`config.mk`:
```
export PLATFORM = sky130hd
export DESIGN_NAME = module_spi_ctrl_flat
export DESIGN_NICKNAME = d
export VERILOG_FILES = /design/src/rtl/module_spi_ctrl_if.sv /design/src/rtl/module_spi_ctrl.sv /design/src/flat_wrapper.sv
export SDC_FILE = /design/constraint.sdc
export NUM_CORES = 1
export LEC_CHECK = 0
export ABC_AREA = 1
export CORE_ASPECT_RATIO = 1.1
export CORE_UTILIZATION = 30
export CTS_CLUSTER_DIAMETER = 80
export DETAILED_ROUTE_END_ITERATION = 8
export PLACE_DENSITY = 0.6
export SKIP_LAST_GASP = 1
export SLEW_MARGIN = 10
export SYNTH_ARGS = -nofsm -noshare
export SYNTH_HDL_FRONTEND = slang
export SYNTH_SLANG_ARGS = --single-unit
```
`constraint.sdc`:
```
create_clock -name clk_i -period 4.3 [get_ports clk_i]
set_clock_uncertainty 0.05 [all_clocks]
set_input_delay 0.86 -clock clk_i [delete_from_list [all_inputs] [get_ports clk_i]]
set_output_delay 0.86 -clock clk_i [all_outputs]
set_load 0.02 [all_outputs]
```
`src/rtl/module_spi_ctrl_if.sv`:
```
// Requester-side bus of the SPI transaction controller.
// The master modport is the requester pair; the slave modport is the controller.
interface module_spi_ctrl_if #(
    parameter int unsigned MAX_BYTES = 4
) ();
    logic [1:0]             req_i;
    logic [2:0]             len0_i;
    logic [2:0]             len1_i;
    logic [8*MAX_BYTES-1:0] tx0_data_i;
    logic [8*MAX_BYTES-1:0] tx1_data_i;
    logic [1:0]             gnt_o;
    logic [1:0]             done_o;
    logic [8*MAX_BYTES-1:0] rx_data_o;
    logic                   busy_o;

    modport master (
        output req_i, len0_i, len1_i, tx0_data_i, tx1_data_i,
        input  gnt_o, done_o, rx_data_o, busy_o
    );

    modport slave (
        input  req_i, len0_i, len1_i, tx0_data_i, tx1_data_i,
        output gnt_o, done_o, rx_data_o, busy_o
    );
endinterface

```
`src/rtl/module_spi_ctrl.sv`:
```
// SPI transaction controller: round-robin arbitration between two requesters,
// chip-select framing, byte-at-a-time feeding of the SPI byte engine and
// collection of the received bytes. All outputs are registered.
module module_spi_ctrl #(
    parameter int unsigned MAX_BYTES = 4,
    parameter int unsigned CS_SETUP  = 50,
    parameter int unsigned CS_HOLD   = 50,
    parameter int unsigned GAP       = 10
) (
    input  logic             clk_i,
    input  logic             reset_i,
    module_spi_ctrl_if.slave bus,
    output logic             cs_n_o,
    output logic             spi_en_o,
    output logic [7:0]       spi_data_o,
    input  logic             spi_fin_i,
    input  logic [7:0]       spi_rx_i
);
    localparam int unsigned W = 8 * MAX_BYTES;
    localparam logic [W-1:0] ByteMask = W'(8'hFF);

    typedef enum logic [2:0] {StIdle, StSetup, StXfer, StGap, StHold, StDone} state_e;

    state_e       state_q, state_d;
    logic [15:0]  cnt_q, cnt_d;
    logic [2:0]   k_q, k_d;
    logic [2:0]   len_q, len_d;
    logic [W-1:0] tx_q, tx_d;
    logic [W-1:0] rx_q, rx_d;
    logic [1:0]   gnt_q, gnt_d;
    logic [1:0]   done_q, done_d;
    logic         busy_q, busy_d;
    logic         cs_n_q, cs_n_d;
    logic         en_q, en_d;
    logic [7:0]   data_q, data_d;
    logic         last_q, last_d;  // requester granted most recently

    logic         sel;             // requester that would be granted now
    logic [2:0]   raw_len;
    logic [2:0]   eff_len;
    logic [7:0]   cur_byte;
    logic [31:0]  cnt_tgt;
    logic [15:0]  cnt_inc;
    logic [2:0]   shift_k;

    // Round-robin choice and length clamp for the candidate requester
    always_comb begin
        sel     = (bus.req_i == 2'b11) ? ~last_q : bus.req_i[1];
        raw_len = sel ? bus.len1_i : bus.len0_i;
        if (raw_len == 3'd0) begin
            eff_len = 3'd1;
        end else if (32'(raw_len) > MAX_BYTES) begin
            eff_len = 3'(MAX_BYTES);
        end else begin
            eff_len = raw_len;
        end
    end

    // Wait counter target of the current state; the counter saturates there
    always_comb begin
        case (state_q)
            StSetup: cnt_tgt = CS_SETUP;
            StGap:   cnt_tgt = GAP;
            StHold:  cnt_tgt = CS_HOLD;
            default: cnt_tgt = 32'd0;
        endcase
        cnt_inc  = (32'(cnt_q) >= cnt_tgt) ? cnt_q : cnt_q + 16'd1;
        shift_k  = k_q;
        cur_byte = 8'(tx_q >> {shift_k, 3'b000});
    end

    // Next-state and registered-output logic
    always_comb begin
        state_d = state_q;
        cnt_d   = cnt_q;
        k_d     = k_q;
        len_d   = len_q;
        tx_d    = tx_q;
        rx_d    = rx_q;
        gnt_d   = gnt_q;
        done_d  = 2'b00;
        busy_d  = busy_q;
        cs_n_d  = cs_n_q;
        en_d    = en_q;
        data_d  = data_q;
        last_d  = last_q;

        unique case (state_q)
            StIdle: begin
                if (|bus.req_i) begin
                    gnt_d   = sel ? 2'b10 : 2'b01;
                    busy_d  = 1'b1;
                    cs_n_d  = 1'b0;
                    tx_d    = sel ? bus.tx1_data_i : bus.tx0_data_i;
                    len_d   = eff_len;
                    rx_d    = '0;
                    k_d     = 3'd0;
                    cnt_d   = 16'd0;
                    state_d = StSetup;
                end
            end
            StSetup: begin
                // The grant edge already counts as the first setup cycle
                if (32'(cnt_q) + 32'd1 >= CS_SETUP) begin
                    en_d    = 1'b1;
                    data_d  = cur_byte;
                    cnt_d   = 16'd0;
                    state_d = StXfer;
                end else begin
                    cnt_d = cnt_inc;
                end
            end
            StXfer: begin
                if (spi_fin_i) begin
                    // Drop en on the fin edge so the engine does not restart
                    en_d  = 1'b0;
                    rx_d  = (rx_q & ~(ByteMask << {k_q, 3'b000}))
                          | (W'(spi_rx_i) << {k_q, 3'b000});
                    cnt_d = 16'd0;
                    if (k_q == len_q - 3'd1) begin
                        state_d = StHold;
                    end else begin
                        k_d     = k_q + 3'd1;
                        state_d = StGap;
                    end
                end
            end
            StGap: begin
                if (32'(cnt_q) >= GAP) begin
                    en_d    = 1'b1;
                    data_d  = cur_byte;
                    cnt_d   = 16'd0;
                    state_d = StXfer;
                end else begin
                    cnt_d = cnt_inc;
                end
            end
            StHold: begin
                if (32'(cnt_q) >= CS_HOLD) begin
                    cs_n_d  = 1'b1;
                    state_d = StDone;
                end else begin
                    cnt_d = cnt_inc;
                end
            end
            StDone: begin
                done_d  = gnt_q;
                gnt_d   = 2'b00;
                busy_d  = 1'b0;
                last_d  = gnt_q[1];
                state_d = StIdle;
            end
            default: state_d = StIdle;
        endcase
    end

    // State and output registers; reset aborts any transaction at once
    always_ff @(posedge clk_i or posedge reset_i) begin
        if (reset_i) begin
            state_q <= StIdle;
            cnt_q   <= 16'd0;
            k_q     <= 3'd0;
            len_q   <= 3'd0;
            tx_q    <= '0;
            rx_q    <= '0;
            gnt_q   <= 2'b00;
            done_q  <= 2'b00;
            busy_q  <= 1'b0;
            cs_n_q  <= 1'b1;
            en_q    <= 1'b0;
            data_q  <= 8'd0;
            last_q  <= 1'b1;  // so requester 0 wins the first tie
        end else begin
            state_q <= state_d;
            cnt_q   <= cnt_d;
            k_q     <= k_d;
            len_q   <= len_d;
            tx_q    <= tx_d;
            rx_q    <= rx_d;
            gnt_q   <= gnt_d;
            done_q  <= done_d;
            busy_q  <= busy_d;
            cs_n_q  <= cs_n_d;
            en_q    <= en_d;
            data_q  <= data_d;
            last_q  <= last_d;
        end
    end

    assign bus.gnt_o     = gnt_q;
    assign bus.done_o    = done_q;
    assign bus.rx_data_o = rx_q;
    assign bus.busy_o    = busy_q;
    assign cs_n_o        = cs_n_q;
    assign spi_en_o      = en_q;
    assign spi_data_o    = data_q;
endmodule
```
`src/flat_wrapper.sv`:
```
// flat-port wrapper written by rule: the top's interface ports become plain ports
module module_spi_ctrl_flat 
#(
    parameter int unsigned MAX_BYTES = 4,
    parameter int unsigned CS_SETUP  = 50,
    parameter int unsigned CS_HOLD   = 50,
    parameter int unsigned GAP       = 10
)
  (clk_i, reset_i, cs_n_o, spi_en_o, spi_data_o, spi_fin_i, spi_rx_i, bus_req_i, bus_len0_i, bus_len1_i, bus_tx0_data_i, bus_tx1_data_i, bus_gnt_o, bus_done_o, bus_rx_data_o, bus_busy_o);
  module_spi_ctrl_if #(.MAX_BYTES(MAX_BYTES)) bus_i ();
  input  logic clk_i;
  input  logic reset_i;
  output logic cs_n_o;
  output logic spi_en_o;
  output logic [7:0] spi_data_o;
  input  logic spi_fin_i;
  input  logic [7:0] spi_rx_i;
  input wire logic [$bits(bus_i.req_i)-1:0] bus_req_i;
  input wire logic [$bits(bus_i.len0_i)-1:0] bus_len0_i;
  input wire logic [$bits(bus_i.len1_i)-1:0] bus_len1_i;
  input wire logic [$bits(bus_i.tx0_data_i)-1:0] bus_tx0_data_i;
  input wire logic [$bits(bus_i.tx1_data_i)-1:0] bus_tx1_data_i;
  output wire logic [$bits(bus_i.gnt_o)-1:0] bus_gnt_o;
  output wire logic [$bits(bus_i.done_o)-1:0] bus_done_o;
  output wire logic [$bits(bus_i.rx_data_o)-1:0] bus_rx_data_o;
  output wire logic [$bits(bus_i.busy_o)-1:0] bus_busy_o;
  assign bus_i.req_i = bus_req_i;
  assign bus_i.len0_i = bus_len0_i;
  assign bus_i.len1_i = bus_len1_i;
  assign bus_i.tx0_data_i = bus_tx0_data_i;
  assign bus_i.tx1_data_i = bus_tx1_data_i;
  assign bus_gnt_o = bus_i.gnt_o;
  assign bus_done_o = bus_i.done_o;
  assign bus_rx_data_o = bus_i.rx_data_o;
  assign bus_busy_o = bus_i.busy_o;
  module_spi_ctrl #(.MAX_BYTES(MAX_BYTES), .CS_SETUP(CS_SETUP), .CS_HOLD(CS_HOLD), .GAP(GAP)) u_core (.clk_i(clk_i), .reset_i(reset_i), .bus(bus_i), .cs_n_o(cs_n_o), .spi_en_o(spi_en_o), .spi_data_o(spi_data_o), .spi_fin_i(spi_fin_i), .spi_rx_i(spi_rx_i));
endmodule
```
==> flow_metrics.env <==
export IMPL_outcome="complete, no violations"
export IMPL_clkPwrFrac_pct=18.4
export IMPL_regToRegStartpoint="u_core.state_q[0]"
export IMPL_cts_resized=0
export IMPL_row_count=52
export IMPL_drc=0
export IMPL_r2r_end="u_core.cnt_q[2]"
export IMPL_core_um2=18670
export IMPL_grtUsageTotal_pct=17.01
export IMPL_vias=5374
export IMPL_peakVddDrop_v=0.0002874
export IMPL_final_setup_tns_ns=0
export IMPL_grt_overflow_total=0
export IMPL_grt_pass1_wl_um=26790
export IMPL_cpPeakStageDelay_ns=0.44
export IMPL_cts_htree_levels=3
export IMPL_r2r_cells=16
export IMPL_end_kind="register"
export IMPL_synth_area_um2=5791
export IMPL_drt_pass1_iterations=5
export IMPL_die_h_um=147.7
export IMPL_pin_count=130
export IMPL_grt_max_degree=57
export IMPL_cp_slowest_cell="dfrtp_1"
export IMPL_synth_distinct_cells=44
export IMPL_seqPwrFrac_pct=32.9
export IMPL_synth_nets=804
export IMPL_worstMarginPinSlew_ns=0.7922
export IMPL_yosys_most_used_dff="dfrtp_1"
export IMPL_worstHoldStart="u_core.spi_data_o[2]"
export IMPL_start_util_pct=31.01
export IMPL_maxCapViolations=0
export IMPL_path_cells="inv_1 -> nand2_1 -> nor2_1 -> inv_1 -> nand2_1 -> ha_1 -> nand4_1 -> nor3_1 -> nor2_1 -> nand2_1 -> a21oi_1 -> nand2_2 -> o21ai_0 -> inv_1 -> nand2_1 -> inv_1"
export IMPL_antenna_found_initial=0
export IMPL_synth_edf_count=0
export IMPL_syn_inst=708
export IMPL_yosys_warnings=0
export IMPL_cts_sinks=105
export IMPL_finish_net_count=918
export IMPL_finalSetupViolCount=0
export IMPL_fin_crit_sh_pct=67.94
export IMPL_die_w_um=134.5
export IMPL_drive_above_1_share_pct=8.102
export IMPL_syn2layout_area_growth_pct=31.74
export IMPL_dieArea_um2=19860
export IMPL_rsz0062_at_grt="false"
export IMPL_p_total_w=0.004634
export IMPL_rrSetupSlack_ns=1.38
export IMPL_maxSlewHeadroom_pct=47.13
export IMPL_cp_arrival_ns=3.11
export IMPL_max_freq_mhz=342.3
export IMPL_final_max_slew_viol_count=0
export IMPL_cts_buffers=9
export IMPL_nFillCells=1848
export IMPL_clk_path_buf_depth=2
export IMPL_cts_tree="done"
export IMPL_async_flop_share_pct=100.0
export IMPL_wl_per_cell_um=15.31
export IMPL_ys_ff_latch=105
export IMPL_critPathRequiredTime_ns=4.49
export IMPL_power_internal_w=0.002631
export IMPL_critPathKind="register to register"
export IMPL_globalplace_congestion=0.8505
export IMPL_clockRootBuffer="clkbuf_16"
export IMPL_grt_pass1_vias=5320
export IMPL_crit_path_start_kind="register"
export IMPL_clkTransAtPathRegs_ns=0.07
export IMPL_io_buffers=129
export IMPL_cts_setup_buffers=0
export IMPL_diodes=0
export IMPL_via_per_inst=5.022
export IMPL_dp_hpwl_um=11920
export IMPL_postSynthAreaPerCell_um2=8.179
export IMPL_drtIter0Drc=347
export IMPL_clkLatencyLatePin_ns=0.34
export IMPL_powerDensity_nw_per_um2=607.4
export IMPL_holdPathStages=2
export IMPL_ant_nets=0
export IMPL_final_hold_violation_count=0
export IMPL_holdBufCountCts=0
export IMPL_combinationalPowerShare_pct=48.7
export IMPL_cp_max_fo=10
export IMPL_yosysSeqAreaShare_pct=45.42
export IMPL_sw_frac_of_total_pct=43.21
export IMPL_power_leakage_nw=3.511
export IMPL_switchingPower_w=0.002002
export IMPL_min_period_ns=2.921
export IMPL_drt_wl_total_um=16380
export IMPL_worstHoldEndpoint="u_core.spi_data_o[2]"
export IMPL_hp_class="register to register"
[worst max-delay path by stage]
stage / slack (ns) / startpoint / to
finish: 1.38 / u_core.state_q[0] / u_core.cnt_q[2]
global route: 1.11 / u_core.state_q[0] / u_core.cnt_q[4]
CTS: 1.45 / u_core.state_q[0] / u_core.cnt_q[2]
global placement: 1.34 / bus_req_i[0] / u_core.len_q[0]
floorplan: 0.63 / reset_i / u_core.bus.busy_o
detailed placement: 1.33 / bus_req_i[0] / u_core.len_q[2]
[layer usage]
metal	share of wire (%)	vias up	track usage [%]	wire length, um
li1	-	2638	-	-
met4	1.1	0	4.270	183
met3	6.9	17	3.635	1129
met2	47	212	27.62	7738
met5	0	-	0	0
met1	45	2507	23.00	7331
[cell usage in the layout, fill, tap and decap left out, drive strengths merged, types with 3 or more instances in the layout]
| cell | synthesis | final |
|---|---|---|
| clkinv | 2 | 5 |
| clkbuf | 29 | 10 |
| ha | 13 | 13 |
| o31ai | 3 | 3 |
| nand3 | 91 | 91 |
| nor2 | 75 | 75 |
| clkdlybuf4s50 | 0 | 129 |
| a21oi | 9 | 9 |
| nor3 | 4 | 4 |
| nand2 | 148 | 148 |
| nand4 | 46 | 46 |
| buf | 6 | 9 |
| inv | 80 | 82 |
| xor2 | 6 | 6 |
| dfrtp | 103 | 103 |
| o22ai | 8 | 8 |
| o21ai | 40 | 40 |
| a32o | 30 | 30 |
[Yosys cell counts (3+ instances only)]
library cell	n	area share [%]
nor2_2	6	0.65
nand4_1	46	5.0
nor2_4	3	0.58
o31ai_1	3	0.39
o21ai_2	11	1.7
nor2_1	66	4.3
nand3_1	88	7.6
xor2_1	5	0.76
ha_1	13	2.8
nor3_1	3	0.26
o22ai_1	8	0.86
nand2_1	143	9.3
a32o_1	30	5.2
o21ai_0	28	2.4
a21oi_1	8	0.69
nand2_2	4	0.43
dfrtp_1	103	45
clkbuf_1	29	1.9
inv_1	78	5.1
[flip-flops by register name (all words and copies together), names as in the netlist]
register,count
u_core.bus.rx_data_o,32
u_core.tx_q,32
u_core.cnt_q,16
u_core.spi_data_o,8
u_core.k_q,3
u_core.len_q,3
u_core.state_q,3
u_core.bus.done_o,2
u_core.bus.gnt_o,2
u_core.bus.busy_o,1
u_core.cs_n_o,1
u_core.last_q,1
u_core.spi_en_o,1
[through the flow]
stage	hold slack, ns	setup WS [ns]	util (%)	cell area [um2]	instances
2_1_floorplan	0.4100	0.6328	-	5791	708
3_3_place_gp	0.4142	1.340	39.17	7315	1054
3_5_place_dp	0.4181	1.327	39.17	7315	1054
4_1_cts	0.4353	1.455	40.84	7626	1070
5_1_grt	0.4557	1.114	40.85	7629	1070
6_report	0.4329	1.379	40.85	7629	1070
[cells by family after synthesis]
logic type | synth area share, %
simple gates | 29.41
buf+inv | 8.016
flops | 45.42
compound gates | 12.45
fa+ha+maj | 2.809
xor+xnor | 1.340
mux | 0.5618
[area by class of cell]
| type | count | area [um2] | area share (%) |
|---|---|---|---|
| clock inverters | 6 | 72.57 | 0.9513 |
| repair buffers | 138 | 1371 | 17.98 |
| flip-flops and latches | 105 | 2630 | 34.48 |
| inverters | 82 | 310.3 | 4.068 |
| multi-input cells | 486 | 2701 | 35.41 |
| clock buffers | 10 | 239.0 | 3.133 |
| well taps | 243 | 304.0 | 3.986 |
[power by group through the flow]
stage | clock network, W | logic, W | registers [W]
2_1_floorplan | 0 | 0.00150 | 0.00160
5_1_grt | 0.000912 | 0.00253 | 0.00156
3_3_place_gp | 0 | 0.00224 | 0.00154
4_1_cts | 0.000875 | 0.00227 | 0.00153
6_report | 0.000851 | 0.00226 | 0.00153
3_5_place_dp | 0 | 0.00225 | 0.00154
[worst max-delay path, delay by kind of cell, from the launching register on]
family | cells | cell delay [ns]
compound gates | 2 | 0.61
fa+ha+maj | 1 | 0.22
buf+inv | 4 | 0.37
flops | 1 | 0.44
simple gates | 9 | 1.13
Note: power is estimated with default switching activity, not from simulation.
